$ cat src/rtl/alu_fault_monitor.sv
// alu_fault_monitor
//
// Sequential checker placed directly downstream of the dual-ALU XOR comparator.
// On each sample event it classifies the redundant ALU pair as OK, SUSPECT or
// FAULT. It also keeps registered, sticky diagnostic state for the rest of the
// design.
//
// Parameters
//   WIDTH        width of the mismatch vector x (equals ALU data width)
//   FAULT_THRESH consecutive mismatching samples needed to enter FAULT (1..255)
//   CNT_W        width of the saturating total error counter
//
// Ports
//   clk           system clock, all state on rising edge
//   rst           asynchronous, active-high reset
//   sample_valid  x/y are valid this cycle
//   x             per-bit ALU result mismatch from the comparator
//   y             carry mismatch from the comparator
//   clear         synchronous clear of all status and sticky state (beats a sample)
//   mismatch      last sample had x!=0 or y=1
//   carry_err     y of the last sample
//   syndrome      x of the most recent mismatching sample
//   err_mask      sticky OR of all sampled x since reset/clear
//   err_count     total mismatching samples, saturating
//   consec_count  current run of consecutive mismatching samples, saturating at 255
//   state         00 OK, 01 SUSPECT, 10 FAULT
//   fault         high while state is FAULT
module alu_fault_monitor #(
  parameter int unsigned WIDTH        = 8,
  parameter int unsigned FAULT_THRESH = 3,
  parameter int unsigned CNT_W        = 16
) (
  input  logic             clk,
  input  logic             rst,
  input  logic             sample_valid,
  input  logic [WIDTH-1:0] x,
  input  logic             y,
  input  logic             clear,
  output logic             mismatch,
  output logic             carry_err,
  output logic [WIDTH-1:0] syndrome,
  output logic [WIDTH-1:0] err_mask,
  output logic [CNT_W-1:0] err_count,
  output logic [7:0]       consec_count,
  output logic [1:0]       state,
  output logic             fault
);

  typedef enum logic [1:0] {
    StOk      = 2'b00,
    StSuspect = 2'b01,
    StFault   = 2'b10
  } state_e;

  // Threshold widened by one bit so that a run of 255 plus the incoming sample
  // still compares correctly.
  localparam logic [8:0]       ThreshW = 9'(FAULT_THRESH);
  localparam logic [CNT_W-1:0] CntMax  = {CNT_W{1'b1}};
  localparam logic [7:0]       RunMax  = 8'hff;

  state_e           state_q, state_d;
  logic             mismatch_q, mismatch_d;
  logic             carry_err_q, carry_err_d;
  logic [WIDTH-1:0] syndrome_q, syndrome_d;
  logic [WIDTH-1:0] err_mask_q, err_mask_d;
  logic [CNT_W-1:0] err_count_q, err_count_d;
  logic [7:0]       consec_q, consec_d;

  logic       sample_ev;
  logic       bad;
  logic [8:0] run_len;
  logic       thresh_hit;

  assign sample_ev  = sample_valid & ~clear;
  assign bad        = (|x) | y;
  // Length of the run including the sample being taken now.
  assign run_len    = {1'b0, consec_q} + 9'd1;
  assign thresh_hit = (run_len >= ThreshW);

  // Datapath next-state
  always_comb begin
    mismatch_d  = mismatch_q;
    carry_err_d = carry_err_q;
    syndrome_d  = syndrome_q;
    err_mask_d  = err_mask_q;
    err_count_d = err_count_q;
    consec_d    = consec_q;

    if (clear) begin
      mismatch_d  = 1'b0;
      carry_err_d = 1'b0;
      syndrome_d  = '0;
      err_mask_d  = '0;
      err_count_d = '0;
      consec_d    = '0;
    end else if (sample_ev) begin
      mismatch_d  = bad;
      carry_err_d = y;
      err_mask_d  = err_mask_q | x;
      if (bad) begin
        // x may be all zero here when only the carry disagreed.
        syndrome_d = x;
        if (err_count_q != CntMax) begin
          err_count_d = err_count_q + 1'b1;
        end
        if (consec_q != RunMax) begin
          consec_d = consec_q + 8'd1;
        end
      end else begin
        consec_d = '0;
      end
    end
  end

  // Classification FSM next-state
  always_comb begin
    state_d = state_q;
    if (clear) begin
      state_d = StOk;
    end else begin
      unique case (state_q)
        StOk: begin
          if (sample_ev && bad) begin
            state_d = thresh_hit ? StFault : StSuspect;
          end
        end
        StSuspect: begin
          if (sample_ev) begin
            if (bad) begin
              state_d = thresh_hit ? StFault : StSuspect;
            end else begin
              state_d = StOk;
            end
          end
        end
        // Absorbing: only clear or rst leave FAULT.
        StFault: state_d = StFault;
        // Encoding 11 is unreachable; recover to OK.
        default: state_d = StOk;
      endcase
    end
  end

  always_ff @(posedge clk or posedge rst) begin
    if (rst) begin
      state_q     <= StOk;
      mismatch_q  <= 1'b0;
      carry_err_q <= 1'b0;
      syndrome_q  <= '0;
      err_mask_q  <= '0;
      err_count_q <= '0;
      consec_q    <= '0;
    end else begin
      state_q     <= state_d;
      mismatch_q  <= mismatch_d;
      carry_err_q <= carry_err_d;
      syndrome_q  <= syndrome_d;
      err_mask_q  <= err_mask_d;
      err_count_q <= err_count_d;
      consec_q    <= consec_d;
    end
  end

  assign mismatch     = mismatch_q;
  assign carry_err    = carry_err_q;
  assign syndrome     = syndrome_q;
  assign err_mask     = err_mask_q;
  assign err_count    = err_count_q;
  assign consec_count = consec_q;
  assign state        = state_q;
  // Decoded straight from the state register so it never lags state.
  assign fault        = (state_q == StFault);

endmodule

$ cat config.mk
export PLATFORM = sky130hd
export DESIGN_NAME = alu_fault_monitor
export DESIGN_NICKNAME = d
export VERILOG_FILES = /design/src/rtl/alu_fault_monitor.sv
export SDC_FILE = /design/constraint.sdc
export NUM_CORES = 1
export LEC_CHECK = 0
export ABC_CLOCK_PERIOD_IN_PS = 2530
export CORE_UTILIZATION = 39
export CTS_CLUSTER_SIZE = 10
export DETAILED_ROUTE_END_ITERATION = 8
export PLACE_DENSITY = 0.69
export SYNTH_ARGS = -nofsm -noshare
export SYNTH_HDL_FRONTEND = slang
export SYNTH_SLANG_ARGS = --single-unit
$ cat constraint.sdc
create_clock -name clk -period 2.53 [get_ports clk]
set_clock_uncertainty 0.2 [all_clocks]
set_input_delay 0.3795 -clock clk [delete_from_list [all_inputs] [get_ports clk]]
set_output_delay 0.3795 -clock clk [all_outputs]
set_load 0.01 [all_outputs]
After elaboration in Yosys (flattened, before gate mapping)
Cells that the tools add are included.
{"block": "totals", "register_bits": 44, "input_bits": 13, "output_inout_bits": 45, "wordCells": 55}
{"block": "op_classes", "n_addsub": 3, "order_cmp": 1, "n_eq_ne": 7, "n_mux": 23, "bitwise_logic": 4, "n_reduce_logical": 10}
{"op": "8-bit 2-to-1 mux", "n": 9}
{"op": "16-bit 2-to-1 mux", "n": 4}
{"op": "16-bit by 1-bit adder with 16-bit output, second input constant", "n": 1}
{"op": "16-bit != test, second input constant", "n": 1}
{"op": "2-bit 2-to-1 mux", "n": 5}
{"op": "8-bit by 1-bit adder with 9-bit output, second input constant", "n": 1}
{"op": "9-bit by 2-bit greater-or-equal comparator with 1-bit output, second input constant", "n": 1}
{"op": "8-bit by 1-bit adder with 8-bit output, second input constant", "n": 1}
{"op": "8-bit != test, second input constant", "n": 1}
{"op": "8-bit bitwise OR", "n": 1}
{"op": "8-bit OR reduction", "n": 1}
{"op": "3-bit != test, second input constant", "n": 2}
{"op": "2-bit one-hot mux with 3 select lines", "n": 1}
{"op": "2-bit AND reduction", "n": 3}
{"op": "2-bit nonzero test", "n": 3}
{"op": "1-bit 2-to-1 mux", "n": 4}
{"op": "3-bit by 2-bit != test with 1-bit output, second input constant", "n": 1}
{"op": "3-bit AND reduction", "n": 1}
{"op": "2-bit by 1-bit == test with 1-bit output, second input constant", "n": 1}
{"op": "2-bit == test, second input constant", "n": 1}
{"op": "2-bit logical NOT", "n": 1}
{"op": "1-bit AND", "n": 1}
{"op": "1-bit logical AND", "n": 1}
{"op": "1-bit inverter", "n": 1}
{"op": "1-bit bitwise OR", "n": 1}

Depth between registers and ports, before layout
{"block": "logic_depth", "ltp_word": 7, "depth_mapped": 7, "mapped_depth_nobuf": 7}

Worst setup path after synthesis
No wires, ideal clock.
{"block": "synth_timing", "kind": "register to register", "startpoint": "reg err_count_q[0] (netlist: err_count[0])", "endpoint": "reg err_count_q[4] (netlist: err_count[4])", "setup_ps": 125, "arrival_ps": 1772, "required_ps": 2205, "setup_slack_ps": 433, "path_stages_with_launch": 7, "n_path_buf": 0, "period_less_slack_ps": 2097, "path_cell_list": "dfrtp_1 -> ha_1 -> nand2_1 -> nor4_1 -> a21oi_1 -> nand4_1 -> mux2_2"}
{"block": "synth_via", "elab_chain_len": 5, "elab_cells_between_ends": 8, "cone_classes": "1 x add/sub; 1 x eq/ne; 4 x mux; 2 x reduce/logical"}
{"element": "from (decl)", "line": "66", "source": "logic [CNT_W-1:0] err_count_q, err_count_d;"}
{"element": "from (signal assigned)", "line": "159", "source": "err_count_q <= err_count_d;"}
{"element": "16-bit by 1-bit adder with 16-bit output", "line": "104", "source": "err_count_d = err_count_q + 1'b1;"}
{"element": "16-bit 2-to-1 mux", "line": "103", "source": "if (err_count_q != CntMax) begin"}
{"element": "16-bit 2-to-1 mux", "line": "100", "source": "if (bad) begin"}
{"element": "16-bit 2-to-1 mux", "line": "96", "source": "end else if (sample_ev) begin"}
{"element": "16-bit 2-to-1 mux", "line": "89", "source": "if (clear) begin"}
Several ways; a longest one is shown, not always the timed one. The select of a mux whose other input is x is not followed.
A chain may end at the register's enable or synchronous reset.

Worst setup path after layout
Same ends and word-level chain as after synthesis.

==> qor.log <==
[clock_network] maximum number of buffers from clock root to sink 2
[yosys] library cell with the largest summed area after synthesis dfrtp_1
[route] detailed-route DRC error count 0
[pwr] fraction of power spent switching nets 24.7%
[sta] final hold viol count 0
[place] cell area after placement 0.00299 mm^2
[sta] worst relative slew slack 69.0%
[clock_network] CTS tree built
[grt] largest net degree at the start of global routing 41
[worst_setup_path] Worst EP required 2.53 ns
[floorplan] Top-Level Pins 58
[cells_and_area] Antenna Cells 0
[place] total half-perimeter wirelength after legalization and detailed placement 3940 um
[worst_setup_path] endpoint kind of the worst setup timing path flop
[yosys] combined area of all synthesized cells 0.00229 mm^2
[sta] post-route clock period utilization 90.9%
[clock_network] CTS clk-pin slew, worst paths 0.09 ns
[floorplan] die height 78.6 um
[place] Place WS -0.000755 ns
[sta] final critical path time including I/O delays and setup 2.30 ns
[worst_setup_path] standard cell with the maximum stage delay on the critical path dfrtp_1
[clock_network] Root Buffer Master clkbuf_8
[route] final routed wirelength across all metal layers 5530 um
[sta] setup ws final 0.230 ns
[clock_network] # H-tree levels 2
[yosys] Synth cell types 48
[pwr] Power Density 493 mW/mm^2
[place] number of placed instances, taps included 374
[job] maximum capacitance violations 0
[floorplan] floorplan die width 78.6 um
[grt] sum of overflow across all layers after global routing 0
[floorplan] Core Footprint 0.00557 mm^2
[sta] number of slew-limit violations in the final report 0
[pwr] part of the power in registers 48.7%
[worst_setup_path] CP peak stage delay 0.45 ns
[worst_setup_path] total buffers and inverters traversed by the critical path 0
[pwr] cell internal pwr 1.16 mW
[route] Via density 5.47
[worst_hold_path] class of the tightest hold or removal check primary input to async pin
[route] initial drt markers 116
[yosys] synthesis-stage register bit count 44
[yosys] Top FF cell, synth dfrtp_1
[route] first drt pass iteration count 4
[cells_and_area] storage element area 0.00110 mm^2
[floorplan] Die ar. 0.00617 mm^2
[cells_and_area] end-of-flow core utilization 55.9%
[clock_network] Sinks on Clock Net 44
[pwr] switching component of the power 0.380 mW
[route] remaining number of nets flagged by the antenna check after routing 0
[outcome] outcome complete, no violations
[cells_and_area] fraction of layout instances using a drive strength above 1 10.6%
[grt] total global-route track usage 18.8%
[yosys] leading post-synthesis cells by cell area dfrtp_1 48%, nor2_1 6.4%, a21oi_1 4.6%, a22oi_1 3.9%, nand2_1 2.6%
[grt] number of antenna violations at the first check in global routing 0
[yosys] synthesized netlist cell count 243
[yosys] portion of synthesized cell area occupied by the leading cell type 48.1%
[cells_and_area] final standard cell area without fillers 0.00311 mm^2
[sta] slew at the pin closest to its max-slew limit 0.466 ns
[worst_setup_path] worst endpoint data arrival time 2.30 ns
[yosys] proportion of synthesized chip area in sequential cells 48.1%
[place] number of port buffers 57
[worst_setup_path] maximum fanout count along the critical path 6
[clock_network] Skew-Pair Late Insertion Delay 0.30 ns
[worst_setup_path] crit-path leading delay family simple AND/OR/NAND/NOR gates
[sta] number of failing setup endpoints in the final timing report 0
[grt] wire length of the first global-routing pass 9090 um
[worst_setup_path] startpoint class of the critical path flop
[sta] unrepaired setup endpoints after global routing false
[pwr] Gate power share 13.7%
[cells_and_area] Net count, final 325
[yosys] YS warnings 0
[grt] vias in the first global route 1910
[route] final routed wire length divided by cell count 14.5 um
[cells_and_area] multi-input combinational cell area 0.00109 mm^2
[pwr] Max IR drop VDD 0.000268 V
[floorplan] row count 27
[floorplan] Initial Utilization 41.0%
[clock_network] number of buffers inserted during clock tree synthesis 5
[pwr] leakage power figure 1.30 nW
[worst_setup_path] CP Cell Sequence ha_1 > nand2_1 > nor4_1 > a21oi_1 > nand4_1 > mux2_2
[yosys] Synthesized Nets 259
[cells_and_area] Fillers 501
[yosys] fraction of synthesis flops using an asynchronous set or reset pin 100%
[cells_and_area] area delta synth->final 36.2%
[yosys] number of flops mapped to enable cells by yosys 0
[route] routed via count 2089
[sta] maximum clock rate 435 MHz
[yosys] per-instance average area after synthesis 9.41 um^2
[worst_setup_path] Critical Setup Path Class flop to flop
[cells_and_area] non-filler cells in the finished layout 382
[place] routability cong. 0.821
[pwr] part of the power in the clock network 37.6%
-- cell type report --
type | count | share of cell area, %
Clock inverter | 2 | 1.25
Multi-Input combinational cell | 180 | 35.1
Inverter | 5 | 0.603
Tap cell | 72 | 2.89
Timing Repair Buffer | 73 | 22.2
Clock buffer | 6 | 2.65
Sequential cell | 44 | 35.4
-- cells in the mapped netlist (2+ instances only) --
master      n
o41ai_1     2
or4_1       3
a31oi_1     3
o31ai_1     4
inv_1       4
o2111ai_1   2
o21ai_0    10
nor3_1      3
a21oi_1    21
nand3_1     9
mux2i_1     3
clkbuf_1    7
mux2_2      2
a31o_2      2
xor2_1      4
a211oi_1    3
dfrtp_1    44
a21o_1      2
a22oi_1    12
xnor2_1     2
ha_1        3
buf_2       2
buf_6       2
nor2_1     39
nand4_1     5
nand3b_1    3
and4_1      2
nand2_1    16
nor2b_1     7
nor4_1      3
nor3b_1     2
-- timing repair --
action | 4_1_cts | 5_1_grt
hold buffers | 0 | 0
resized for setup | 0 | 1
setup endpoints to repair | 0 | 1
setup buffers | 0 | 0
-- layer usage --
| layer | wire (um) | GRT usage, % | share of wire [%] |
|---|---|---|---|
| met3 | 315 | 4.88 | 5.7 |
| met2 | 2450 | 29.5 | 44 |
| met1 | 2680 | 25.2 | 48 |
| met5 | 0 | 0 | 0 |
| met4 | 82 | 6.11 | 1.5 |
-- power groups by stage --
| stage | Combinational (mW) | Sequential (mW) | Clock (mW) |
|---|---|---|---|
| 4_1_cts | 0.213 | 0.749 | 0.588 |
| 2_1_floorplan | 0.0889 | 0.772 | 0 |
| 3_3_place_gp | 0.209 | 0.762 | 0 |
| 3_5_place_dp | 0.212 | 0.761 | 0 |
| 5_1_grt | 0.231 | 0.753 | 0.614 |
| 6_report | 0.210 | 0.748 | 0.577 |
-- tightest hold or removal path, stage by stage --
cell and delay (ns):
clkdlybuf4s50_1 0.40, clkinv_1 0.06, buf_4 0.27
-- through the flow --
step	setup TNS, ns	hold WS (ns)	power (mW)
2_1_floorplan	0	0.326	0.861
4_1_cts	0	0.226	1.55
5_1_grt	0	0.260	1.60
3_5_place_dp	-0.000755	0.290	0.973
3_3_place_gp	0	0.281	0.971
6_report	0	0.216	1.54
-- cells by family after synthesis --
group / synth area share, %
and+or+nand+nor: 22.9
AOI/OAI and AO/OA: 18.1
DFF: 48.1
buffers and inverters: 4.10
xor gates and xnor gates: 2.30
muxes: 2.79
adders and majority gates: 1.64
-- final timing paths --
check                                  end  slack [ns]          from  cells past startpoint
min                            err_mask[7]        0.22           rst                      3
min reg2reg                    err_mask[0]        0.31   err_mask[0]                      2
max reg2reg                   err_count[4]        0.23  err_count[0]                      6
max in group asynchronous  consec_count[1]        1.66           rst                      3
min in group clk               err_mask[0]        0.31   err_mask[0]                      2
max                           err_count[4]        0.23  err_count[0]                      6
-- cells in the final DEF (no fill, tap or decap), types with 4 or more instances in the layout --
| cell type | n |
|---|---|
| dfrtp_1 | 44 |
| clkbuf_8 | 6 |
| nand3_1 | 9 |
| xor2_1 | 4 |
| clkdlybuf4s50_1 | 57 |
| nand2_1 | 16 |
| nor2_1 | 39 |
| nor2b_1 | 7 |
| buf_4 | 16 |
| o21ai_0 | 9 |
| nand4_1 | 5 |
| a21oi_1 | 21 |
| a22oi_1 | 12 |
| o31ai_1 | 4 |
-- registers in the layout, summed over array words and instances, names as in the netlist --
register and flops:
err_count 16, mismatch 1, syndrome 8, err_mask 8, state 2, carry_err 1, consec_count 8
Power figures use the tool's default switching activity.
